File: src/rtl/gpio_pkg.sv
// rtl/gpio_pkg.sv - shared register offsets, defaults and byte-lane helper for the GPIO peripheral
package gpio_pkg;

  // Word offsets within the IO page (mem_addr[4:2])
  localparam logic [2:0] GPIO_OUT    = 3'd0;
  localparam logic [2:0] GPIO_OE     = 3'd1;
  localparam logic [2:0] GPIO_IN     = 3'd2;
  localparam logic [2:0] GPIO_SET    = 3'd3;
  localparam logic [2:0] GPIO_CLR    = 3'd4;
  localparam logic [2:0] GPIO_TOG    = 3'd5;
  localparam logic [2:0] GPIO_RISE   = 3'd6;
  localparam logic [2:0] GPIO_IRQ_EN = 3'd7;

  // Address bit that splits the bus between RAM (0) and IO (1)
  localparam int GPIO_IO_ADDR_BIT = 22;

  // Expand the 4-bit byte write mask into a 32-bit bit mask
  function automatic logic [31:0] byte_mask_expand(input logic [3:0] wmask);
    logic [31:0] m;
    m = '0;
    for (int b = 0; b < 4; b++) begin
      m[8*b +: 8] = {8{wmask[b]}};
    end
    return m;
  endfunction

endpackage

File: src/rtl/gpio_sync_edge.sv
// rtl/gpio_sync_edge.sv - two-flop pin synchroniser with rising-edge detection
module gpio_sync_edge #(
  parameter int W = 8
) (
  input  logic         clk,
  input  logic         resetn,
  input  logic [W-1:0] pin_i,
  output logic [W-1:0] sync_o,
  output logic [W-1:0] rise_o
);

  logic [W-1:0] sync1_q;
  logic [W-1:0] sync2_q;
  logic [W-1:0] prev_q;
  // Warm-up shift: edge detection stays off until sync2 and prev both hold
  // real pin samples, so a pin held high through reset never looks like a rise.
  logic [2:0]   warm_q;

  // Synchroniser chain, previous-sample register and warm-up tracker
  always_ff @(posedge clk or negedge resetn) begin
    if (!resetn) begin
      sync1_q <= '0;
      sync2_q <= '0;
      prev_q  <= '0;
      warm_q  <= '0;
    end else begin
      sync1_q <= pin_i;
      sync2_q <= sync1_q;
      prev_q  <= sync2_q;
      warm_q  <= {warm_q[1:0], 1'b1};
    end
  end

  assign sync_o = sync2_q;
  assign rise_o = sync2_q & ~prev_q & {W{warm_q[2]}};

endmodule

File: src/rtl/gpio_mmio.sv
// rtl/gpio_mmio.sv - memory-mapped GPIO block with edge flags and level interrupt
module gpio_mmio
  import gpio_pkg::*;
#(
  parameter int NGPIO       = 8,
  parameter int IO_ADDR_BIT = GPIO_IO_ADDR_BIT
) (
  input  logic             clk,
  input  logic             resetn,
  input  logic [31:0]      mem_addr,
  output logic [31:0]      mem_rdata,
  input  logic             mem_rstrb,
  input  logic [31:0]      mem_wdata,
  input  logic [3:0]       mem_wmask,
  input  logic [NGPIO-1:0] gpio_in,
  output logic [NGPIO-1:0] gpio_out,
  output logic [NGPIO-1:0] gpio_oe,
  output logic             irq
);

  logic             sel;
  logic             wr_en;
  logic             rd_en;
  logic [2:0]       reg_off;
  logic [31:0]      lane_mask;
  logic [NGPIO-1:0] wmask_n;
  logic [NGPIO-1:0] wbits_n;
  logic [NGPIO-1:0] in_sync;
  logic [NGPIO-1:0] rise;
  logic [31:0]      rd_val;

  logic [NGPIO-1:0] out_q, out_d;
  logic [NGPIO-1:0] oe_q, oe_d;
  logic [NGPIO-1:0] en_q, en_d;
  logic [NGPIO-1:0] flags_q, flags_d;
  logic             irq_q, irq_d;
  logic [31:0]      rdata_q, rdata_d;

  // Address bits outside the decode and data bits above NGPIO are don't-care
  logic unused_bits;
  assign unused_bits = ^{mem_addr, mem_wdata, lane_mask};

  assign sel       = mem_addr[IO_ADDR_BIT];
  assign reg_off   = mem_addr[4:2];
  assign wr_en     = sel && (mem_wmask != 4'b0000);
  assign rd_en     = sel && mem_rstrb;
  assign lane_mask = byte_mask_expand(mem_wmask);
  assign wmask_n   = lane_mask[NGPIO-1:0];
  // Masked-off lanes behave as zero data for SET/CLR/TOG/W1C
  assign wbits_n   = mem_wdata[NGPIO-1:0] & wmask_n;

  gpio_sync_edge #(.W(NGPIO)) u_sync_edge (
    .clk    (clk),
    .resetn (resetn),
    .pin_i  (gpio_in),
    .sync_o (in_sync),
    .rise_o (rise)
  );

  // Register write decode, rise-flag update and interrupt next state
  always_comb begin
    out_d   = out_q;
    oe_d    = oe_q;
    en_d    = en_q;
    flags_d = flags_q;
    if (wr_en) begin
      case (reg_off)
        GPIO_OUT:    out_d   = (out_q & ~wmask_n) | wbits_n;
        GPIO_OE:     oe_d    = (oe_q & ~wmask_n) | wbits_n;
        GPIO_SET:    out_d   = out_q | wbits_n;
        GPIO_CLR:    out_d   = out_q & ~wbits_n;
        GPIO_TOG:    out_d   = out_q ^ wbits_n;
        GPIO_RISE:   flags_d = flags_q & ~wbits_n;
        GPIO_IRQ_EN: en_d    = (en_q & ~wmask_n) | wbits_n;
        default:     ;
      endcase
    end
    // A new rise overrides a same-cycle clear
    flags_d = flags_d | rise;
    irq_d   = |(flags_q & en_q);
  end

  // Read mux sampling pre-write register values
  always_comb begin
    rd_val = '0;
    case (reg_off)
      GPIO_OUT:    rd_val[NGPIO-1:0] = out_q;
      GPIO_OE:     rd_val[NGPIO-1:0] = oe_q;
      GPIO_IN:     rd_val[NGPIO-1:0] = in_sync;
      GPIO_RISE:   rd_val[NGPIO-1:0] = flags_q;
      GPIO_IRQ_EN: rd_val[NGPIO-1:0] = en_q;
      default:     rd_val = '0;
    endcase
    rdata_d = rd_en ? rd_val : rdata_q;
  end

  // Architectural state with asynchronous clear
  always_ff @(posedge clk or negedge resetn) begin
    if (!resetn) begin
      out_q   <= '0;
      oe_q    <= '0;
      en_q    <= '0;
      flags_q <= '0;
      irq_q   <= 1'b0;
      rdata_q <= '0;
    end else begin
      out_q   <= out_d;
      oe_q    <= oe_d;
      en_q    <= en_d;
      flags_q <= flags_d;
      irq_q   <= irq_d;
      rdata_q <= rdata_d;
    end
  end

  assign gpio_out  = out_q;
  assign gpio_oe   = oe_q;
  assign irq       = irq_q;
  assign mem_rdata = rdata_q;

endmodule
File: config.mk
export PLATFORM = sky130hd
export DESIGN_NAME = gpio_mmio
export DESIGN_NICKNAME = d
export VERILOG_FILES = /design/src/rtl/gpio_pkg.sv /design/src/rtl/gpio_sync_edge.sv /design/src/rtl/gpio_mmio.sv
export SDC_FILE = /design/constraint.sdc
export NUM_CORES = 1
export LEC_CHECK = 0
export ABC_AREA = 1
export BUFFER_PORTS_ARGS = -buffer_cell sky130_fd_sc_hd__buf_4
export CORE_MARGIN = 1.5
export CORE_UTILIZATION = 44
export DETAILED_ROUTE_END_ITERATION = 7
export PLACE_DENSITY = 0.73
export RECOVER_POWER = 100
export SKIP_LAST_GASP = 1
export SYNTH_ARGS = -nofsm -noshare
export SYNTH_HDL_FRONTEND = slang
export SYNTH_SLANG_ARGS = --single-unit
File: constraint.sdc
create_clock -name clk -period 2.53 [get_ports clk]
set_clock_uncertainty 0.05 [all_clocks]
set_input_delay 0.1265 -clock clk [delete_from_list [all_inputs] [get_ports clk]]
set_output_delay 0.1265 -clock clk [all_outputs]
set_load 0.005 [all_outputs]
## Word level (Yosys, flattened, before mapping)

Cells that the tools add are included.

| storage, ports and cells | value |
|---|---|
| register bits | 68 |
| logic and storage cells | 48 |
| output and inout port bits | 49 |
| input bits | 79 |

| cells by class | value |
|---|---|
| equality and inequality tests | 7 |
| bitwise operators | 18 |
| muxes and demuxes | 4 |
| reduce and logical (&&, ||, !) cells | 9 |

Operators by type and width:

| cell | count |
|---|---|
| AND 8 bit | 9 |
| bitwise OR 8 bit | 5 |
| case mux 8 bit (5 select lines) | 1 |
| case mux 8 bit (4 select lines) | 1 |
| NOT 8 bit | 3 |
| 2-to-1 mux 8 bit | 2 |
| equality test 3 bit (second input constant) | 4 |
| nonzero test 4 bit | 2 |
| OR reduction 8 bit | 1 |
| XOR 8 bit | 1 |
| equality test 3 x 2 -> 1 bit (second input constant) | 2 |
| AND reduction 2 bit | 3 |
| equality test 3 x 1 -> 1 bit (second input constant) | 1 |
| logical NOT 3 bit | 1 |
| logical AND 1 bit | 2 |

## Longest topological paths before layout

Gate-level depths: netlist of the first run.

| depth | value |
|---|---|
| word-level depth | 6 |
| gate-level depth with buffers | 9 |
| mapped depth without buffers | 7 |

## Hierarchy

A second synthesis of the first run with hierarchy kept.

| unflattened totals | value |
|---|---|
| cells, all modules | 386 |
| area total of the unflattened synthesis | 3384.5 um^2 |

Modules (own cells, without submodules):

| module | sequential area each (um^2) | times used | area an instance (um^2) | cells an instance |
|---|---|---|---|---|
| gpio_mmio | 1026.0 | 1 | 2640.0 | 341 |
| gpio_sync_edge | 675.6 | 1 | 744.5 | 45 |

## Least setup slack after synthesis of the first run

Ideal clock, no wire load.

| path | value |
|---|---|
| kind | input to register |
| start | in mem_wmask[0] |
| end | reg out_q[1], in the netlist gpio_out[1] |
| arrival | 1164 ps |
| cell stages on the path | 7 |
| buffers on the path | 2 |
| setup time | 77 ps |
| slack | 1238 ps |
| data required time | 2403 ps |
| cell sequence | buf_2 > buf_2 > nand2_1 > ha_1 > o21ai_0 > nor2_1 > a21oi_1 |

| on the way | value |
|---|---|
| cells in the longest elaborated chain, start to end | 4 |
| elaborated cells on any way between the ends | 12 |
| classes of those cells | 1 x mux; 8 x bitwise; 3 x reduce/logical |

RTL lines:

| item | RTL line | source |
|---|---|---|
| start: declaration | gpio_mmio.sv:14 | `input logic [3:0] mem_wmask,` |
| AND 8 bit or NOT 8 bit (tied branches) | gpio_mmio.sv:50, gpio_mmio.sv:68 |  |
| NOT 8 bit or AND 8 bit (tied branches) | gpio_mmio.sv:71, gpio_mmio.sv:68 |  |
| AND 8 bit or bitwise OR 8 bit (tied branches) | gpio_mmio.sv:71, gpio_mmio.sv:68 |  |
| case mux 8 bit (4 select lines) | gpio_mmio.sv:67 | `case (reg_off)` |
| end signal: assignment | gpio_mmio.sv:107 | `out_q <= out_d;` |
| end: declaration | gpio_mmio.sv:32 | `logic [NGPIO-1:0] out_q, out_d;` |

Several ways; a longest one is shown, not always the timed one.
A chain may end at the register's enable or synchronous reset.

==> impl_metrics.env, run 1 <==
export IMPL_nets=561
export IMPL_ant_nets=0
export IMPL_fin_crit_sh=0.6272
export IMPL_dieArea_um2=8336
export IMPL_numClockSinks=68
export IMPL_ys_seq_elements=68
export IMPL_gp_congestion=0.8889
export IMPL_drt_first_iter_violations=334
export IMPL_die_y_um=91.30
export IMPL_ctsResizeCount=0
export IMPL_clkLatencyLatePin_ns=0.35
export IMPL_clockRootBuffer="clkbuf_8"
export IMPL_intPower_uw=1925
export IMPL_synth_cells=412
export IMPL_combinationalPowerShare=0.194
export IMPL_cts_tree="built"
export IMPL_placement_rows=32
export IMPL_finalNonFillerCells=581
export IMPL_drt_wl_total_um=8059
export IMPL_worst_pin_slew_ns=0.8466
export IMPL_ir_drop_mv=0.3356
export IMPL_dp_hpwl_um=5689
export IMPL_relSlewSlack=0.4356
export IMPL_p_leak_uw=0.002045
export IMPL_worstPathArrival_ns=1.81
export IMPL_antenna_found_initial=0
export IMPL_slew_violations=0
export IMPL_synth_warnings=0
export IMPL_clkTransAtPathRegs_ns=0.08
export IMPL_cts_max_level=3
export IMPL_m1WireLength_um=3359
export IMPL_p_total_uw=2763
export IMPL_drc=0
export IMPL_routedWlPerCell_um=13.87
export IMPL_rsz0062_at_grt="false"
export IMPL_p_clk_frac=0.323
export IMPL_insertedDiodeCount=0
export IMPL_setup_viol=0
export IMPL_boundaryPins=128
export IMPL_fmax_mhz=630.2
export IMPL_ys_seq_area_frac=0.4960
export IMPL_seqPwrFrac=0.483
export IMPL_postLayoutCoreUtil=0.5319
export IMPL_p_sw_frac=0.3032
export IMPL_clock_path_buffers=2
export IMPL_grt_pass1_vias=2735
export IMPL_layout_commonest_cell="nand2_1"
export IMPL_grt_max_degree=69
export IMPL_wl_met2_um=3871
export IMPL_worstHoldPathType="input pin to register"
export IMPL_cts_made_buffers=9
export IMPL_synthDistinctLibCells=26
export IMPL_grtUsageTotal=0.2092
export IMPL_maxCapViolCount=0
export IMPL_avgSynthCellArea_um2=8.327
export IMPL_start_kind="input pin"
export IMPL_dieWidth_um=91.30
export IMPL_p_per_area_nw_per_um2=679.3
export IMPL_outcome="finished clean"
export IMPL_port_buffers=51
export IMPL_core_area_um2=7647
export IMPL_first_pass_iters=5
export IMPL_critPathKind="input pin to register"
export IMPL_cp_max_fo=27
export IMPL_cp_required_ns=2.75
export IMPL_topRoutingLayerUsed="met4"
export IMPL_met3WireLength_um=643
export IMPL_hold_viol=0
export IMPL_endpoint_kind="register"
export IMPL_drive_above_1_share=0.1315
export IMPL_vias=2985
export IMPL_grt_pass1_wl_um=13480
export IMPL_n_fill_cell=742
export IMPL_p_switching_uw=837.8
export IMPL_area_delta_synth_final_pct=18.56
export IMPL_post_place_cells=549
export IMPL_grt_ovfl_total=0
export IMPL_via_per_inst=5.138
export IMPL_finalCriticalPeriod_ns=1.587
export IMPL_setup_tns_ns=0
export IMPL_synth_area_um2=3431
export IMPL_initial_utilization=0.4486
export IMPL_final_cell_mix="87 x nand2_1, 68 x dfrtp_1, 48 x nor2_1"
==> metrics by stage <==
stage	area, um^2	setup WS [ns]	hold slack [ns]
3_3_place_gp	3767	0.9658	0.1864
4_1_cts	4126	1.189	0.01376
2_1_floorplan	3517	1.238	-0.2191
6_report	4068	0.9432	0.01613
3_5_place_dp	3767	0.9254	0.1871
5_1_grt	4068	0.7839	0.02075
==> cells in the mapped netlist <==
library cell,number,area [um^2]
clkbuf_1,3,11.26
conb_1,2,7.510
buf_1,2,7.510
nand3_2,2,20.02
nand3b_1,8,60.06
nand2_1,87,326.6
nor3_1,5,25.02
and3_1,1,6.260
inv_6,1,8.760
buf_6,1,11.26
nor2_1,47,176.4
o21ai_0,32,160.2
nand3_4,1,17.52
nand4_1,20,125.1
a21oi_1,20,100.1
buf_2,7,35.03
inv_1,33,123.9
nand3_1,30,150.1
nor2_2,1,6.260
dfrtp_1,68,1702
nor2_4,1,11.26
o2bb2ai_1,1,8.760
ha_1,8,100.1
o22ai_1,2,12.51
buf_4,28,210.2
o211ai_1,1,7.510
==> per-layer routing <==
| metal | track usage | vias up |
|---|---|---|
| met5 | 0 | - |
| met4 | 0.09505 | 0 |
| met3 | 0.05025 | 15 |
| met2 | 0.3308 | 148 |
| met1 | 0.2713 | 1393 |
| li1 | - | 1429 |
==> layout make-up <==
class | instances | area [um^2] | share of cell area
Clock buffer | 9 | 123.9 | 0.03045
Clock inverter | 7 | 75.07 | 0.01846
Sequential cell | 68 | 1702 | 0.4183
Multi-Input combinational cell | 292 | 1383 | 0.3399
Timing Repair Buffer | 69 | 524.3 | 0.1289
Inverter | 34 | 132.6 | 0.03261
Tap cell | 102 | 127.6 | 0.03137
==> kinds of logic (layout without fill, tap and decap cells) <==
family                   count (synthesis)  count (layout)  share of synthesized area
AND/OR/NAND/NOR                        203             203                     0.2695
adder cells (fa/ha/maj)                  8               8                    0.02918
buffers and inverters                   75             119                     0.1189
AO/OA/AOI/OAI                           56              56                    0.08425
other                                    2              25                   0.002189
flip-flops                              68              68                     0.4960
==> critical path, stage by stage <==
cell and delay (ns):
buf_4 0.23, inv_6 0.13, nor2_1 0.52, and3_1 0.57, nor2_1 0.08, a21oi_1 0.15
==> final timing paths <==
kind | from | depth (start not counted) | end | slack, ns
min in group asynchronous | resetn | 2 | gpio_out[4] | 0.34
max reg2reg | gpio_out[4] | 4 | gpio_out[4] | 1.27
max | mem_addr[4] | 6 | register | 0.94
min reg2reg | u_sync_edge.warm_q[1] | 0 | u_sync_edge.warm_q[2] | 0.30
min | mem_wdata[7] | 3 | register | 0.02
max in group asynchronous | resetn | 2 | u_sync_edge.sync1_q[3] | 1.49
==> power groups by stage <==
stage	logic, uW	clock network [uW]	registers [uW]
after floorplan	315	0	1340
after global placement	515	0	1350
after detailed placement	534	0	1360
after CTS	557	913	1340
after global routing	611	968	1360
final	536	891	1340
==> repair_timing <==
item / 4_1_cts / 5_1_grt
setup endpoints to repair: 0 / 0
endpoints found under the hold margin: 86 / 0
hold buffers: 16 / 0
setup buffers: 0 / 0
No activity file was read; power rests on OpenSTA's default activity.
==> run 2: changes to the inputs <==
Clock period 2.53 ns to 1.6 ns, I/O delays scaled along.
==> run 2 against run 1 <==
Against the previous run: global-route usage down 0.45 points; die area unchanged; sequential power is 57% higher; critical path type unchanged; total power increased by 53%; combinational power rose by 61%; design area up 1.6%; flip-flop and latch count unchanged; largest cell class unchanged; core utilization is 0.85 points higher; highest routed layer unchanged; clock power up 40%; sequential share of layout area down 0.66 points.
==> impl_metrics.env, run 2 (same netlist as run 1, synthesis figures left out) <==
export IMPL_finalCriticalPeriod_ns=1.453
export IMPL_cp_top_family="simple AND/OR/NAND/NOR gates"
export IMPL_drive_above_1_share=0.1469
export IMPL_cts_max_level=3
export IMPL_via_per_inst=4.995
export IMPL_port_buffers=51
export IMPL_hp_start="mem_rstrb"
export IMPL_grtUsageTotal=0.2046
export IMPL_insertedDiodeCount=0
export IMPL_ctsResizeCount=0
export IMPL_hold_viol=0
export IMPL_vias=2957
export IMPL_dieWidth_um=91.30
export IMPL_core_area_um2=7647
export IMPL_rsz0062_at_grt="false"
export IMPL_maxCapViolCount=0
export IMPL_endpoint_kind="register"
export IMPL_initial_utilization=0.4486
export IMPL_r2r_end="gpio_out[0]"
export IMPL_holdPathEnd="mem_rdata[7]"
export IMPL_placed_area_um2=3855
export IMPL_cpMaxStageDelayCell="nand3_1"
export IMPL_fmax_mhz=688.4
export IMPL_boundaryPins=128
export IMPL_seqPwrFrac=0.499
export IMPL_relSlewSlack=0.3599
export IMPL_n_fill_cell=745
export IMPL_layout_commonest_cell="nand2_1"
export IMPL_die_y_um=91.30
export IMPL_worstPathCellList="clkbuf_2 > buf_2 > inv_1 > nand3_1 > inv_1 > nand3_1 > nor2_1 > a21oi_1"
export IMPL_reg2reg_depth=4
export IMPL_crit_buf_inv=4
export IMPL_worstPathArrival_ns=1.61
export IMPL_clockRootBuffer="clkbuf_8"
export IMPL_nets=572
export IMPL_p_leak_uw=0.002094
export IMPL_final_area_um2=4133
export IMPL_cts_made_buffers=9
export IMPL_numClockSinks=68
export IMPL_min_path_cells=5
export IMPL_outcome="finished clean"
export IMPL_gp_congestion=0.9123
export IMPL_placement_rows=32
export IMPL_worstHoldPathType="input pin to register"
export IMPL_final_cell_mix="87 x nand2_1, 68 x dfrtp_1, 48 x nor2_1"
export IMPL_drt_wl_total_um=7853
export IMPL_cp_required_ns=1.76
export IMPL_ir_drop_mv=0.5513
export IMPL_timing_rr_start="gpio_out[0]"
export IMPL_combinationalPowerShare=0.204
export IMPL_clkTransAtPathRegs_ns=0.08
export IMPL_ant_nets=0
export IMPL_setup_tns_ns=0
export IMPL_p_per_area_nw_per_um2=1024
export IMPL_p_switching_uw=1297
export IMPL_postLayoutCoreUtil=0.5404
export IMPL_grt_ovfl_total=0
export IMPL_ff2ff_setup_slack_ns=0.34
export IMPL_grt_pass1_vias=2740
export IMPL_p_clk_frac=0.296
export IMPL_drt_first_iter_violations=178
export IMPL_slew_violations=0
export IMPL_clkLatencyLatePin_ns=0.35
export IMPL_clock_path_buffers=2
export IMPL_hold_slack_ns=0.1112
export IMPL_cp_max_fo=16
export IMPL_setup_viol=0
export IMPL_cts_tree="built"
export IMPL_first_pass_iters=5
export IMPL_dieArea_um2=8336
export IMPL_area_delta_synth_final_pct=20.46
export IMPL_antenna_found_initial=0
export IMPL_drc=0
export IMPL_intPower_uw=2937
export IMPL_critPathKind="input pin to register"
export IMPL_start_kind="input pin"
export IMPL_grt_pass1_wl_um=13220
export IMPL_dp_hpwl_um=5752
export IMPL_grt_max_degree=38
export IMPL_p_sw_frac=0.3063
export IMPL_worst_pin_slew_ns=0.9566
export IMPL_fin_crit_sh=0.9079
export IMPL_cp_slowest_stage_delay_ns=0.43
export IMPL_routedWlPerCell_um=13.27
[run 2: cell count changes in the layout (fill, tap and decap cells not counted)]
cell and delta:
clkinv_2 +2, bufinv_16 -1, buf_4 +4, inv_6 -2
buf_2 +1, clkbuf_8 +1, buf_12 +1, clkbuf_1 +1
clkbuf_2 +2, clkinv_4 +2, clkinvlp_4 -2, dlygate4sd3_1 +1
clkbuf_4 +1
[run 2: what timing repair did]
| action | in CTS | in global routing |
|---|---|---|
| endpoints found under the hold margin | 92 | 0 |
| buffers inserted | 0 | 0 |
| hold buffers | 17 | 0 |
| endpoints found under the setup margin | 0 | 0 |
[run 2: layer usage]
metal / part of all wire / routed length, um / track usage / up-vias
met5: 0 / 0 / 0 / -
met4: 0.026 / 207 / 0.1185 / 0
met3: 0.063 / 494 / 0.04523 / 17
met2: 0.46 / 3622 / 0.3097 / 138
met1: 0.45 / 3530 / 0.2694 / 1350
li1: - / - / - / 1452
[run 2: power groups by stage]
| stage | clock network [uW] | registers, uW | logic [uW] |
|---|---|---|---|
| 2_1_floorplan | 0 | 2110 | 498 |
| 3_3_place_gp | 0 | 2140 | 835 |
| 3_5_place_dp | 0 | 2150 | 859 |
| 4_1_cts | 1290 | 2110 | 898 |
| 5_1_grt | 1380 | 2140 | 988 |
| 6_report | 1250 | 2110 | 865 |
[run 2: cell type report]
cell class | instances | area (um^2) | area share
well taps | 102 | 127.6 | 0.03088
multi-input cells | 292 | 1383 | 0.3345
flip-flops and latches | 68 | 1702 | 0.4117
clock inverters | 6 | 40.04 | 0.009688
repair buffers | 80 | 610.6 | 0.1477
inverters | 34 | 132.6 | 0.03209
clock buffers | 10 | 137.6 | 0.03330
[run 2: through the flow]
step,power [uW],instances,worst slack (ns)
after floorplan,2613,435,0.3549
after global placement,2972,559,-0.09520
after detailed placement,3005,559,-0.1012
after CTS,4303,592,0.2734
after global routing,4506,592,0.03820
final,4234,592,0.1473
[run 2: how the worst max path moves through the flow]
stage / start / endpoint / slack (ns) / cells after the start
final: mem_addr[3] / register / 0.15 / 8
after global routing: mem_addr[3] / register / 0.04 / 8
after CTS: mem_addr[2] / mem_rdata[2] / 0.27 / 6
after detailed placement: mem_addr[2] / mem_rdata[2] / -0.10 / 6
after global placement: mem_addr[2] / mem_rdata[4] / -0.1 / 6
after floorplan: mem_wmask[0] / gpio_out[1] / 0.35 / 7
[run 2: worst register-to-register path: cells and delay by family, from the launching register on]
| kind | cells | cell delay, ns |
|---|---|---|
| compound gates | 2 | 0.29 |
| fa+ha+maj | 1 | 0.32 |
| flops | 1 | 0.46 |
| simple gates | 1 | 0.07 |
==> run 3: changes to the inputs <==
Settings changed: BUFFER_PORTS_ARGS -buffer_cell sky130_fd_sc_hd__buf_4 to -buffer_cell sky130_fd_sc_hd__buf_2, CAP_MARGIN set to 20.
==> run 3 against run 2 <==
Against the previous run: combinational power decreased by 4.3%; first-iteration DRC count up 84%; worst hold slack lost 0.0063 ns; via count up 2.9%; flip-flop and latch count stayed put; critical path depth fell by 1; total power up 3.1%; worst setup slack gained 0.053 ns; global-route usage grew 0.84 points; critical path type unchanged.
==> impl_metrics.env, run 3 (same netlist as run 1, synthesis figures left out) <==
export IMPL_slew_violations=0
export IMPL_hold_viol=0
export IMPL_multi_input_area_um2=1410
export IMPL_first_pass_iters=5
export IMPL_clockRootBuffer="clkbuf_8"
export IMPL_post_cts_buffers=0
export IMPL_setup_viol=0
export IMPL_cp_max_fo=3
export IMPL_area_delta_synth_final_pct=21.08
export IMPL_finalNonFillerCells=602
export IMPL_grt_max_degree=61
export IMPL_dieWidth_um=91.30
export IMPL_drt_wl_total_um=8280
export IMPL_maxCapViolCount=0
export IMPL_vias=3044
export IMPL_start_kind="input pin"
export IMPL_core_area_um2=7647
export IMPL_via_per_inst=5.056
export IMPL_worstPathCellList="dlygate4sd3_1 > clkbuf_1 > nand2_1 > ha_1 > o21ai_0 > nor2_1 > a21oi_1"
export IMPL_final_seq_area_um2=1702
export IMPL_grt_ovfl_total=0
export IMPL_finalCriticalPeriod_ns=1.400
export IMPL_drive_above_1_share=0.1640
export IMPL_post_route_worst_setup_slack_ns=0.1999
export IMPL_placement_rows=32
export IMPL_cp_required_ns=1.83
export IMPL_initial_utilization=0.4486
export IMPL_reg2reg_depth=4
export IMPL_nets=582
export IMPL_grtUsageTotal=0.2130
export IMPL_routedWlPerCell_um=13.75
export IMPL_die_y_um=91.30
export IMPL_ant_nets=0
export IMPL_min_path_cells=5
export IMPL_crit_buf_inv=2
export IMPL_fmax_mhz=714.2
export IMPL_insertedDiodeCount=0
export IMPL_fin_crit_sh=0.8751
export IMPL_dp_hpwl_um=5979
export IMPL_cpMaxStageDelayCell="dlygate4sd3_1"
export IMPL_rsz0062_at_grt="false"
export IMPL_cp_slowest_stage_delay_ns=0.52
export IMPL_clock_path_buffers=2
export IMPL_p_leak_uw=0.002107
export IMPL_worstPathArrival_ns=1.63
export IMPL_placed_area_um2=3815
export IMPL_boundaryPins=128
export IMPL_n_fill_cell=724
export IMPL_cts_made_buffers=9
export IMPL_grt_pass1_wl_um=13830
export IMPL_cp_num_cells=7
export IMPL_cts_tree="built"
export IMPL_relSlewSlack=0.5465
export IMPL_post_place_cells=569
export IMPL_ir_drop_mv=0.6154
export IMPL_port_buffers=51
export IMPL_gp_congestion=0.9295
export IMPL_cts_max_level=3
export IMPL_worstHoldPathType="input pin to register"
export IMPL_final_cell_mix="87 x nand2_1, 68 x dfrtp_1, 46 x nor2_1"
export IMPL_final_area_um2=4154
export IMPL_drt_first_iter_violations=328
export IMPL_worst_pin_slew_ns=0.6803
export IMPL_endpoint_kind="register"
export IMPL_clkLatencyLatePin_ns=0.35
export IMPL_grt_pass1_vias=2852
export IMPL_layout_commonest_cell="nand2_1"
export IMPL_dp_slack_ns=-0.1289
export IMPL_cp_top_family="buffers and inverters"
export IMPL_clkTransAtPathRegs_ns=0.08
export IMPL_antenna_found_initial=0
export IMPL_critPathKind="input pin to register"
export IMPL_dieArea_um2=8336
export IMPL_numClockSinks=68
export IMPL_drc=0
export IMPL_outcome="finished clean"
export IMPL_p_per_area_nw_per_um2=1051
## run 3: layer usage
metal / up-vias / track usage / part of all wire
li1: 1472 / - / -
met1: 1415 / 0.2783 / 0.45
met2: 129 / 0.3259 / 0.45
met3: 28 / 0.04774 / 0.059
met4: 0 / 0.1198 / 0.042
met5: - / 0 / 0
## run 3: cell type report
cell class                      count  area share
Sequential cell                    68      0.4096
Multi-Input combinational cell    292      0.3395
Timing Repair Buffer               90      0.1401
Inverter                           34     0.03193
Tap cell                          102     0.03072
Clock buffer                        9     0.02982
Clock inverter                      7     0.01837
## run 3: worst paths after layout
| kind | start | endpoint | slack [ns] |
|---|---|---|---|
| min in group asynchronous | resetn | gpio_out[1] | 0.19 |
| worst min-delay path | mem_rstrb | mem_rdata[1] | 0.10 |
| worst max register to register | gpio_out[5] | gpio_out[5] | 0.32 |
| worst max-delay path | mem_wdata[6] | gpio_out[6] | 0.20 |
| max in group asynchronous | resetn | u_sync_edge.prev_q[3] | 0.40 |
| worst min register to register | u_sync_edge.sync1_q[2] | u_sync_edge.sync_o[2] | 0.30 |
## run 3: where the power goes
group / internal [uW] / switching (uW) / total, uW
sequential: 1930 / 177 / 2110
clock: 726 / 701 / 1430
combinational: 351 / 477 / 828
## run 3: repair_timing
item / 4_1_cts / 5_1_grt
endpoints found under the setup margin: 0 / 1
gates resized for setup: 0 / 1
hold buffers: 17 / 0
hold endpoints to repair: 92 / 0
## run 3: worst register-to-register path, stage by stage (launching register included)
cell and delay, ns:
dfrtp_1 0.46, ha_1 0.32, o21ai_0 0.18, nor2_1 0.07
a21oi_1 0.13
## run 3: stage by stage
stage	setup TNS (ns)	hold WS, ns	power (uW)	utilization
global route	0	0.1182	4624	0.5432
floorplan	0	-0.2656	2613	-
finish	0	0.1049	4367	0.5432
global placement	-0.3141	-0.09244	2915	0.4989
CTS	0	0.07152	4415	0.5473
detailed placement	-0.3715	-0.08182	2952	0.4989
